## src/rtl/mem_pkg.sv

```systemverilog
// Shared definitions for the load/store unit: funct3 codes, FSM states, word-index sizing.
package mem_pkg;

  localparam logic [2:0] F3_B  = 3'd0;
  localparam logic [2:0] F3_H  = 3'd1;
  localparam logic [2:0] F3_W  = 3'd2;
  localparam logic [2:0] F3_BU = 3'd4;
  localparam logic [2:0] F3_HU = 3'd5;

  typedef enum logic [2:0] {
    ST_IDLE    = 3'd0,
    ST_READ    = 3'd1,
    ST_CAPTURE = 3'd2,
    ST_WRITE   = 3'd3,
    ST_DONE    = 3'd4
  } lsu_state_e;

  localparam int WORD_LSB = 2;

  function automatic int word_idx_w(input int addr_width);
    return addr_width - WORD_LSB;
  endfunction

  // Stores only have B/H/W; loads additionally have BU/HU.
  function automatic logic f3_illegal(input logic is_store, input logic [2:0] f3);
    if (is_store) return (f3 > F3_W);
    return (f3 == 3'd3) || (f3 == 3'd6) || (f3 == 3'd7);
  endfunction

endpackage

```

## src/rtl/load_extend.sv

```systemverilog
// Byte/half lane selection and sign/zero extension of a loaded RAM word (combinational).
module load_extend
  import mem_pkg::*;
(
  input  logic [31:0] word_i,
  input  logic [1:0]  off_i,
  input  logic [2:0]  funct3_i,
  output logic [31:0] data_o
);

  logic [7:0]  byte_sel;
  logic [15:0] half_sel;

  always_comb begin
    case (off_i)
      2'd0:    byte_sel = word_i[7:0];
      2'd1:    byte_sel = word_i[15:8];
      2'd2:    byte_sel = word_i[23:16];
      default: byte_sel = word_i[31:24];
    endcase
    // Half offsets use addr[1] only, which also truncates a misaligned half.
    half_sel = off_i[1] ? word_i[31:16] : word_i[15:0];

    case (funct3_i)
      F3_B:    data_o = {{24{byte_sel[7]}}, byte_sel};
      F3_BU:   data_o = {24'd0, byte_sel};
      F3_H:    data_o = {{16{half_sel[15]}}, half_sel};
      F3_HU:   data_o = {16'd0, half_sel};
      F3_W:    data_o = word_i;
      default: data_o = 32'd0;
    endcase
  end

endmodule

```

## src/rtl/load_store_unit.sv

```systemverilog
// Load/store unit between execute stage and a 1-cycle registered word RAM; RMW for SB/SH.
// Optional LSU_MISALIGN_TRAP_EN: misaligned H/W accesses error instead of being truncated.
module load_store_unit
  import mem_pkg::*;
#(
  parameter int ADDR_WIDTH = 32
) (
  input  logic                  clk,
  input  logic                  reset,
  input  logic                  req_valid,
  output logic                  req_ready,
  input  logic                  req_write,
  input  logic [2:0]            req_funct3,
  input  logic [ADDR_WIDTH-1:0] req_addr,
  input  logic [31:0]           req_wdata,
  output logic                  resp_valid,
  output logic [31:0]           resp_rdata,
  output logic                  resp_error,
  output logic [ADDR_WIDTH-1:0] ram_address,
  output logic [31:0]           ram_data_in,
  output logic                  ram_write_enable,
  input  logic [31:0]           ram_data_out
);

  localparam int IDXW = word_idx_w(ADDR_WIDTH);

  lsu_state_e            state_q;
  logic                  write_q;
  logic [2:0]            f3_q;
  logic [1:0]            off_q;
  logic [15:0]           wdata_q;
  logic                  resp_valid_q;
  logic                  resp_error_q;
  logic [31:0]           resp_rdata_q;
  logic [ADDR_WIDTH-1:0] ram_address_q;
  logic [31:0]           ram_data_in_q;
  logic                  ram_we_q;

  logic                  misalign_d;
  logic                  req_err_d;
  logic [31:0]           merge_d;
  logic [31:0]           load_data_d;

`ifdef LSU_MISALIGN_TRAP_EN
  assign misalign_d = ((req_funct3[1:0] == 2'b01) && req_addr[0]) ||
                      ((req_funct3 == F3_W) && (req_addr[1:0] != 2'b00));
`else
  assign misalign_d = 1'b0;
`endif

  assign req_err_d = f3_illegal(req_write, req_funct3) || misalign_d;
  assign req_ready = (state_q == ST_IDLE);

  load_extend u_load_extend (
    .word_i   (ram_data_out),
    .off_i    (off_q),
    .funct3_i (f3_q),
    .data_o   (load_data_d)
  );

  // Sub-word store merge; f3_q here is only ever SB or SH.
  always_comb begin
    merge_d = ram_data_out;
    if (f3_q == F3_H) begin
      if (off_q[1]) merge_d[31:16] = wdata_q;
      else          merge_d[15:0]  = wdata_q;
    end else begin
      case (off_q)
        2'd0:    merge_d[7:0]   = wdata_q[7:0];
        2'd1:    merge_d[15:8]  = wdata_q[7:0];
        2'd2:    merge_d[23:16] = wdata_q[7:0];
        default: merge_d[31:24] = wdata_q[7:0];
      endcase
    end
  end

  always_ff @(posedge clk) begin
    if (reset) begin
      state_q       <= ST_IDLE;
      write_q       <= 1'b0;
      f3_q          <= 3'd0;
      off_q         <= 2'd0;
      wdata_q       <= 16'd0;
      resp_valid_q  <= 1'b0;
      resp_error_q  <= 1'b0;
      resp_rdata_q  <= 32'd0;
      ram_address_q <= '0;
      ram_data_in_q <= 32'd0;
      ram_we_q      <= 1'b0;
    end else begin
      resp_valid_q <= 1'b0;
      ram_we_q     <= 1'b0;
      case (state_q)
        ST_IDLE: begin
          if (req_valid) begin
            write_q <= req_write;
            f3_q    <= req_funct3;
            off_q   <= req_addr[1:0];
            wdata_q <= req_wdata[15:0];
            if (req_err_d) begin
              state_q      <= ST_DONE;
              resp_valid_q <= 1'b1;
              resp_error_q <= 1'b1;
              resp_rdata_q <= 32'd0;
            end else begin
              ram_address_q <= {req_addr[ADDR_WIDTH-1:WORD_LSB], 2'b00};
              if (req_write && (req_funct3 == F3_W)) begin
                state_q       <= ST_WRITE;
                ram_data_in_q <= req_wdata;
                ram_we_q      <= 1'b1;
              end else begin
                state_q <= ST_READ;
              end
            end
          end
        end
        ST_READ: state_q <= ST_CAPTURE;
        ST_CAPTURE: begin
          if (write_q) begin
            state_q       <= ST_WRITE;
            ram_data_in_q <= merge_d;
            ram_we_q      <= 1'b1;
          end else begin
            state_q      <= ST_DONE;
            resp_valid_q <= 1'b1;
            resp_error_q <= 1'b0;
            resp_rdata_q <= load_data_d;
          end
        end
        ST_WRITE: begin
          state_q      <= ST_DONE;
          resp_valid_q <= 1'b1;
          resp_error_q <= 1'b0;
          resp_rdata_q <= 32'd0;
        end
        ST_DONE: state_q <= ST_IDLE;
        default: state_q <= ST_IDLE;
      endcase
    end
  end

  assign resp_valid       = resp_valid_q;
  assign resp_error       = resp_error_q;
  assign resp_rdata       = resp_rdata_q;
  assign ram_address      = ram_address_q;
  assign ram_data_in      = ram_data_in_q;
  assign ram_write_enable = ram_we_q;

  logic [IDXW-1:0] unused_idx;
  assign unused_idx = ram_address_q[ADDR_WIDTH-1:WORD_LSB];

endmodule

```

## config.mk

```make
export PLATFORM = sky130hd
export DESIGN_NAME = load_store_unit
export DESIGN_NICKNAME = d
export VERILOG_FILES = /design/src/rtl/mem_pkg.sv /design/src/rtl/load_extend.sv /design/src/rtl/load_store_unit.sv
export SDC_FILE = /design/constraint.sdc
export NUM_CORES = 1
export LEC_CHECK = 0
export CORE_UTILIZATION = 25
export DETAILED_ROUTE_END_ITERATION = 8
export PLACE_DENSITY = 0.6
export SYNTH_ARGS = -nofsm -noshare
export SYNTH_HDL_FRONTEND = slang
export SYNTH_HIERARCHICAL = 1
export SYNTH_SLANG_ARGS = --single-unit
```

## constraint.sdc

```tcl
create_clock -name clk -period 6.2 [get_ports clk]
set_input_delay 1.86 -clock clk [delete_from_list [all_inputs] [get_ports clk]]
set_output_delay 1.86 -clock clk [all_outputs]
set_load 0.005 [all_outputs]
```

==> run metrics, run 1 <==
status=complete, no violations; Worst EP arrival=4550 ps; number of flip-flops and latches in the synthesized netlist=122; Max-slew headroom=19.21%; mean instance size in the synthesized netlist=8.024 sq um; number of buffers inserted for hold repair after clock tree synthesis=0; total congestion overflow=0; first-pass GRT wire length=35.11 mm; endpoint required time on the critical path=around 6500 ps; Psw=between 0.6 and 0.7 mW; Resized cells post-CTS=0; count of synthesis-stage warnings from yosys=6; top library cells by usage in the layout, fill and taps aside=clkdlybuf4s50_1, nand2_1, dfxtp_1; Setup TNS Final=0 ps; Synth Instances=slightly below 800; number of routed nets with antenna violations=0; switching part of the total power=between 20% and 30%; total core area=roughly 25,000 sq um; clock tree buffer depth=2; vertical die dimension=161.2 microns; kind of start point of the critical path=input port; number of buffers added by the clock tree synthesis step=17; shortest clock period the worst path allows after layout=4221 ps; layout cells sized above 1=about 9%; type of the most critical hold path=reg2reg; Final Skew=7.535 ps; commonest register cell after synthesis=dfxtp_1; number of buffer cells added on primary ports=200; Setup violations, final=0; effective utilization at floorplan=25.76%; CP max stage cell=o32ai_4; cell leakage power=roughly 3.0 nW; sequential area share after synthesis=38.53%; relative contribution of the clock network to total power=between 40% and 50%; number of cells in the design after placement=1,244; RSZ-0062 raised after global routing=false; Finished Layout Cells=roughly 1,300; sequential cell fraction of total power=36.4%; internal power=1.675 mW; period utilization=between 60% and 70%; area of the die=26,000 sq um; class of the most critical setup path=in2reg; CP cell instances=clkdlybuf4s50_1 -> or4b_4 -> o32ai_4 -> nand3_1 -> a21oi_1; clock root buffer=clkbuf_16; max-capacitance violation count=0; last weighted congestion value of the routability-driven placer=around 0.85; most common library cell in the layout ignoring fill and taps=clkdlybuf4s50_1; Syn Std Cell Area=6339 sq um; number of H-tree branching levels=4; GR Util All Layers=~17%; Fmax achieved=between 200 and 250 MHz; growth of design area from synthesis to finish=43.53%; combinational fraction of design power=between 15 and 20%; die extent in x=161.2 microns; Hold Violations, Final=0; overall routed net length=22.99 mm; Post-CTS Setup Bufs=0; peak per-stage delay on the critical path=roughly 1100 ps; total vias in the final route=6,519; transition time of the tightest slew-check pin=1212 ps; antenna violations before repair=1; drt pass-1 iters=6; minimum setup slack after placement=1627 ps; Post-synth ARST share=0%; vias in the first global route=6,097; maximum number of pins on one net before global-route repair=91; number of clock sinks=around 120; CTS tree=done; total inserted antenna cells=0; highest ir drop seen on vdd=approximately 180 uV; post-layout net count=1,042; crit path max fanout=33; number of remaining DRC errors=0; First DRT Iteration DRCs=643; Unique masters post-synth=53; clock transition at the register clock pins on the worst setup and hold paths after CTS=60 ps; Worst Setup End Kind=flop; EDFF count, synth=0; routed length per placed instance=18.02 microns; Setup WS post-layout=approximately 2000 ps; Final Max Tran Viols=0; clock insertion delay at the later pin of the skew report=420 ps; ratio of total power to cell area=approximately 260 nW/um^2; # rows=57; top-level I/O count=203; estimated wirelength of the detail-placed design=between 15 and 20 mm; Vias/cell=5.109
-- layout make-up --
cell class / instances / area [sq um]
clock buffers: 20 / 466.7
clock inverters: 12 / 161.4
fillers: 2522 / 15510
inverters: 5 / 18.77
multi-input cells: 583 / 3527
flip-flops and latches: 122 / 2444
well taps: 324 / 405.4
repair buffers: 210 / 2074
-- through the flow --
step / power [mW] / hold WS (ps) / instance area [sq um] / util, %
after floorplan: 1.102 / 433.8 / 6342 / -
after global placement: 1.277 / 440.6 / 8469 / 34.42
after global routing: 2.420 / 474.0 / 9097 / 36.97
after CTS: 2.342 / 452.8 / 9097 / 36.97
final: 2.324 / 449.2 / 9097 / 36.97
after detailed placement: 1.280 / 445.3 / 8469 / 34.42
-- per-layer routing --
metal / vias up / global-route usage (%) / share of wire, %
met2: 239 / 27.90 / 46
met5: - / 0 / 0
met4: 0 / 4.460 / 0.89
li1: 3145 / - / -
met1: 3120 / 23.15 / 45
met3: 15 / 4.725 / 7.6
-- worst max-delay path: cells and delay by family --
family	cells	cell delay [ps]
compound gates	2	1310
simple gates	2	840
buf+inv	1	520
-- state kept, by name, summed over array words and instances (netlist names) --
name / count
f3_q: 3
resp_valid: 1
wdata_q: 16
ram_data_in: 32
ram_write_enable: 1
write_q: 1
state_q: 3
resp_rdata: 32
off_q: 2
ram_address: 30
resp_error: 1
-- kinds of logic (layout without fill, tap and decap cells) --
| kind of cell | Yosys count | count (layout) | share of synthesized area (%) |
|---|---|---|---|
| AOI/OAI and AO/OA | 250 | 250 | 27.32 |
| buffers and inverters | 86 | 247 | 6.810 |
| DFF | 122 | 122 | 38.53 |
| muxes | 33 | 33 | 6.238 |
| other | 1 | 2 | 0.05916 |
| and+or+nand+nor | 298 | 298 | 21.04 |
-- power by group through the flow --
stage               clock [mW]  combinational (mW)  sequential (mW)
floorplan                    0               0.250            0.852
global placement             0               0.417            0.861
detailed placement           0               0.418            0.862
CTS                       1.08               0.420            0.845
global route              1.12               0.454            0.849
finish                    1.06               0.422            0.845
-- synthesized netlist by cell type, drive strengths merged, types with 5 or more instances --
cell type | count | area [sq um]
o211ai | 16 | 170.2
a21oi | 122 | 614.3
a31oi | 16 | 100.1
nand2b | 13 | 81.33
a211oi | 16 | 120.1
nor2b | 5 | 31.28
nor2 | 42 | 160.2
mux2i | 17 | 170.2
buf | 39 | 255.2
a2111oi | 11 | 121.4
o221ai | 24 | 210.2
a211o | 17 | 148.9
mux2 | 13 | 150.1
nor4 | 10 | 62.56
clkbuf | 42 | 157.7
dfxtp | 122 | 2442
nand2 | 164 | 618.1
a21o | 5 | 37.54
o21ai | 5 | 25.02
nand3 | 49 | 245.2
-- path summary, 6_finish.rpt --
| kind | depth (start not counted) | endpoint | startpoint | slack (ps) |
|---|---|---|---|---|
| min | 2 | resp_rdata[21] | resp_rdata[21] | 450 |
| max reg2reg | 4 | resp_rdata[8] | state_q[2] | 3300 |
| min reg2reg | 2 | resp_rdata[21] | resp_rdata[21] | 450 |
| max | 5 | resp_rdata[8] | req_valid | 1980 |
Note: power is estimated with default switching activity, not from simulation.
==> run 2: changes to the inputs <==
Settings changed: PLACE_DENSITY 0.6 to 0.61.
Clock period 6.2 ns to 3.7 ns, I/O delays scaled along.
==> run metrics, run 2 (synthesis gave the netlist of run 1 again) <==
transition time of the tightest slew-check pin=1049 ps (-163.2 ps); vias in the first global route=6,089 (-0.13%); Vias/cell=5.141 (+0.62%); CP cell instances=nor3_1 -> clkdlybuf4s50_1; area of the die=26,000 sq um (unchanged); shortest clock period the worst path allows after layout=between 2000 and 3000 ps; number of cells in the design after placement=1,255 (+0.88%); die extent in x=161.2 microns (unchanged); Max-slew headroom=29.14% (+9.9 points); top library cells by usage in the layout, fill and taps aside=clkdlybuf4s50_1, nand2_1, dfxtp_1; final core utilization=37.38% (+0.40 points); Finished Layout Cells=1,287 (+0.86%); routed length per placed instance=17.99 microns (-0.18%); Resized cells post-CTS=0 (unchanged); first-pass GRT wire length=35.05 mm (-0.18%); clock root buffer=clkbuf_16; Hold Violations, Final=0 (unchanged); growth of design area from synthesis to finish=45.08%; antenna violations before repair=0 (-1); CP bufs+invs=1 (unchanged); class of the most critical setup path=reg2out; Setup violations, final=0 (unchanged); Final Skew=11.79 ps (+4.251 ps); period utilization=around three quarters; total core area=24,600 sq um (unchanged); Setup TNS Final=0 ps (unchanged); top-level I/O count=203 (unchanged); clock tree buffer depth=2 (unchanged); last weighted congestion value of the routability-driven placer=0.8447 (-0.87%); peak per-stage delay on the critical path=690 ps (-380 ps); max-capacitance violation count=0 (unchanged); status=complete, no violations; # rows=57 (unchanged); number of clock sinks=122 (unchanged); total congestion overflow=0 (unchanged); number of buffers added by the clock tree synthesis step=17 (unchanged); drt pass-1 iters=5 (-1); Final Max Tran Viols=0 (unchanged); estimated wirelength of the detail-placed design=16.55 mm (+1.9%); ratio of total power to cell area=429.0 nW/um^2 (+68%); kind of start point of the critical path=flop; highest ir drop seen on vdd=248.6 uV (+35%); filler cell count=2,539 (+0.67%); number of H-tree branching levels=4 (unchanged); clock transition at the register clock pins on the worst setup and hold paths after CTS=50 ps (about the same); layout cells sized above 1=9.969% (+0.83 points); crit path max fanout=12 (-64%); most common library cell in the layout ignoring fill and taps=clkdlybuf4s50_1; number of remaining DRC errors=0 (unchanged); CP max stage cell=dfxtp_1; First DRT Iteration DRCs=738 (+15%); cell leakage power=3.060 nW (+1.9%); post-layout net count=1,053 (+1.1%); overall routed net length=23.15 mm (+0.68%); Fin Hold WS=450.0 ps (+0.8120 ps); effective utilization at floorplan=25.76% (unchanged); number of buffers inserted for hold repair after clock tree synthesis=0 (unchanged); total vias in the final route=6,616 (+1.5%); Fmax achieved=between 300 and 400 MHz; endpoint required time on the critical path=2590 ps (-3940 ps); RSZ-0062 raised after global routing=false; Worst Setup End Kind=output pin; Post-CTS Setup Bufs=0 (unchanged); clock insertion delay at the later pin of the skew report=420 ps (about the same); Worst EP arrival=1740 ps (-2810 ps); total power draw=3.945 mW (+70%); GR Util All Layers=17.53% (+0.062 points); total inserted antenna cells=0 (unchanged); CTS tree=done; vertical die dimension=161.2 microns (unchanged); type of the most critical hold path=reg2reg; number of routed nets with antenna violations=0 (unchanged); maximum number of pins on one net before global-route repair=62 (-32%); number of buffer cells added on primary ports=200 (unchanged); critical path's top delay family=flip-flops
-- run 2: cell count changes in the layout (fill, tap and decap cells not counted) --
cell       change
bufinv_16      +1
a21oi_2        +1
buf_4         +10
buf_12         +1
clkbuf_1       +2
inv_6          -3
a21oi_4        -1
-- run 2: cell type report --
cell class | instances | area, sq um | share of cell area [%]
timing repair buffer | 221 | 2170 | 23.59
clock inverter | 10 | 165.2 | 1.796
multi-input combinational | 583 | 3520 | 38.27
inverter | 5 | 18.77 | 0.2041
sequential | 122 | 2444 | 26.57
tap | 324 | 405.4 | 4.408
clock buffer | 22 | 474.2 | 5.156
-- run 2: power by group --
group | total [mW] | internal, mW | switching (mW)
Sequential | 1.43 | 1.37 | 0.0570
Clock | 1.80 | 1.18 | 0.621
Combinational | 0.716 | 0.335 | 0.381
-- run 2: per-stage QoR --
step	cell area (sq um)	setup slack (ps)
floorplan	6342	1122
global placement	8557	553.4
detailed placement	8557	505.9
CTS	9196	803.4
global route	9196	754.9
finish	9196	853.5
-- run 2: worst min-delay path, cell delays in order (launching register included) --
cell,delay (ps)
dfxtp_1,300
nand2_1,50
a21oi_1,50
-- run 2: per-layer routing --
metal | share of wire [%] | track usage (%) | wire length, microns
met1 | 43 | 23.91 | 10060
met2 | 46 | 27.39 | 10720
met3 | 9.1 | 4.417 | 2096
met4 | 1.2 | 4.545 | 275
met5 | 0 | 0 | 0
-- run 2: worst paths after layout --
check                                    start              to  slack [ps]  depth (start not counted)
worst max-delay path                state_q[2]       req_ready         850                          2
worst min register to register  resp_rdata[11]  resp_rdata[11]         450                          2
worst min-delay path            resp_rdata[11]  resp_rdata[11]         450                          2
worst max register to register         f3_q[1]  resp_rdata[16]         980                          5
==> RTL edit: new RTL, flow settings as in run 2 <==
The 5 states of `lsu_state_e` get a one-hot encoding in 5 bits.
--- a/src/rtl/mem_pkg.sv
+++ b/src/rtl/mem_pkg.sv
@@ -9,8 +9,8 @@
 
-  typedef enum logic [2:0] {
-    ST_IDLE    = 3'd0,
-    ST_READ    = 3'd1,
-    ST_CAPTURE = 3'd2,
-    ST_WRITE   = 3'd3,
-    ST_DONE    = 3'd4
+  typedef enum logic [4:0] {
+    ST_IDLE    = 5'b00001,
+    ST_READ    = 5'b00010,
+    ST_CAPTURE = 5'b00100,
+    ST_WRITE   = 5'b01000,
+    ST_DONE    = 5'b10000
   } lsu_state_e;
Behaviour: no difference found for any inputs over 4 cycles, from zero or initial values and one cycle with reset high; so few cycles prove little.
==> RTL edit against run 2 <==
  * Setup slack worse by 0.44 ns
  * Routed wire length rose by 4.9%
  * Combinational power is 9.1% higher
  * Critical path depth increased by 1
  * Cell count is 0.54% lower
  * Clock power about the same
  * Cell area grew 2.9%
  * Fmax decreased by 13%
  * Sequential cell count rose by 2
  * Power up 2.3%
  * Synthesized area grew 3.8%
==> RTL edit: results <==
{
  "drive_gt1_share_pct": 10.9,
  "cts_setup_buffers": 0,
  "grt_usage_pct": 18.1,
  "fin_nets": 1035,
  "clockRootBuffer": "clkbuf_16",
  "ys_types": 61,
  "async_flop_share_pct": 0,
  "grt_max_degree": 61,
  "cts_resized": 0,
  "clockBufferDepth": 2,
  "maxSlewHeadroom_pct": 27.3,
  "drt_pass1_iterations": 7,
  "clk_latency_ns": 0.42,
  "cpMaxStageDelayCell": "clkdlybuf4s50_1",
  "gp_congestion": 0.863,
  "dp_hpwl_mm": 17.4,
  "grt_pass1_vias": 6311,
  "fin_skew_ns": 0.00869,
  "n_fill_cell": 2626,
  "cp.arrival_ns": 2.17,
  "numCtsBuffers": 17,
  "cellLeakagePower_nw": 3.39,
  "ys.flop_type": "dfxtp_1",
  "ir_drop_v": 0.000244,
  "yosysWarnings": 6,
  "status": "complete, no violations",
  "drt_iter0_drc": 606,
  "dpl_worst_slack_ns": 0.597,
  "netlist_top_cells_area": "dfxtp_1 38%, mux2i_1 7.1%, a21oi_1 6.3%",
  "yosysSeqAreaShare_pct": 37.7,
  "vias_per_cell": 5.18,
  "clk_pin_slew_ns": 0.06,
  "fmax_ghz": 0.305,
  "routed_wl_mm": 24.3,
  "r2r_slack_ns": 0.98,
  "cpLargestDelayFamily": "simple AND/OR/NAND/NOR gates",
  "critPathMaxFanout": 6,
  "htreeDepth": 4,
  "hold_ws_ns": 0.456,
  "io_buffer_count": 200,
  "antenna_found_initial": 2,
  "hp-class": "reg -> reg",
  "synthTopCellsByCount": "124 x dfxtp_1, 97 x nand2_1, 83 x a21oi_1",
  "grt_pass1_wl_mm": 36.9,
  "slowest_delay_ns": 0.61
}
==> RTL edit: path summary, 6_finish.rpt <==
path | startpoint | endpoint | cells past startpoint
min | wdata_q[15] | wdata_q[15] | 2
max | state_q[4] | req_ready | 3
min reg2reg | wdata_q[15] | wdata_q[15] | 2
max reg2reg | f3_q[0] | ram_data_in[8] | 4
==> RTL edit: power breakdown <==
group	internal (W)	leakage, nW	switching [W]
sequential	0.00139	1.01	0.0000607
clock	0.00115	0.299	0.000658
combinational	0.000364	2.09	0.000417
total	0.00290	3.39	0.00114
==> RTL edit: logic make-up (layout without fill, tap and decap cells) <==
| kind of cell | Yosys count | after routing | share of synthesized area [%] |
|---|---|---|---|
| simple gates | 247 | 247 | 17.2 |
| compound gates | 245 | 245 | 28.1 |
| flops | 124 | 124 | 37.7 |
| buf+inv | 86 | 262 | 6.14 |
| mux | 63 | 63 | 10.6 |
| other cells | 1 | 3 | 0.0570 |
| xor+xnor | 1 | 1 | 0.133 |
==> RTL edit: area by class of cell <==
type / instances / area [um^2] / area share (%)
Inverter: 9 / 33.8 / 0.357
Sequential cell: 124 / 2480 / 26.2
Tap cell: 335 / 419 / 4.43
Multi-Input combinational cell: 558 / 3710 / 39.3
Clock buffer: 18 / 439 / 4.64
Antenna cell: 1 / 2.50 / 0.0264
Timing Repair Buffer: 222 / 2180 / 23.0
Clock inverter: 13 / 191 / 2.02
==> RTL edit: stage by stage <==
stage                     instances  util [%]  total power (W)  cell area (um^2)
after global routing           1280      36.5          0.00420              9460
after detailed placement       1248      34.1          0.00225              8830
after CTS                      1279      36.5          0.00407              9460
after global placement         1248      34.1          0.00224              8830
after floorplan                 768         -          0.00192              6580
final                          1280      36.5          0.00404              9460
==> RTL edit: worst reg2reg max path, cell delays in order (launching register included) <==
cell and delay [ns]:
dfxtp_1 0.61, or3b_1 0.73, a21oi_1 0.65, o221ai_1 0.28
a311oi_1 0.34
==> RTL edit: layer usage <==
layer / share of wire, % / up-vias / global-route usage, %
met5: 0 / - / 0
met4: 2.1 / 0 / 6.57
met3: 7.2 / 36 / 4.22
met2: 47 / 251 / 28.3
met1: 44 / 3164 / 24.2
li1: - / 3177 / -
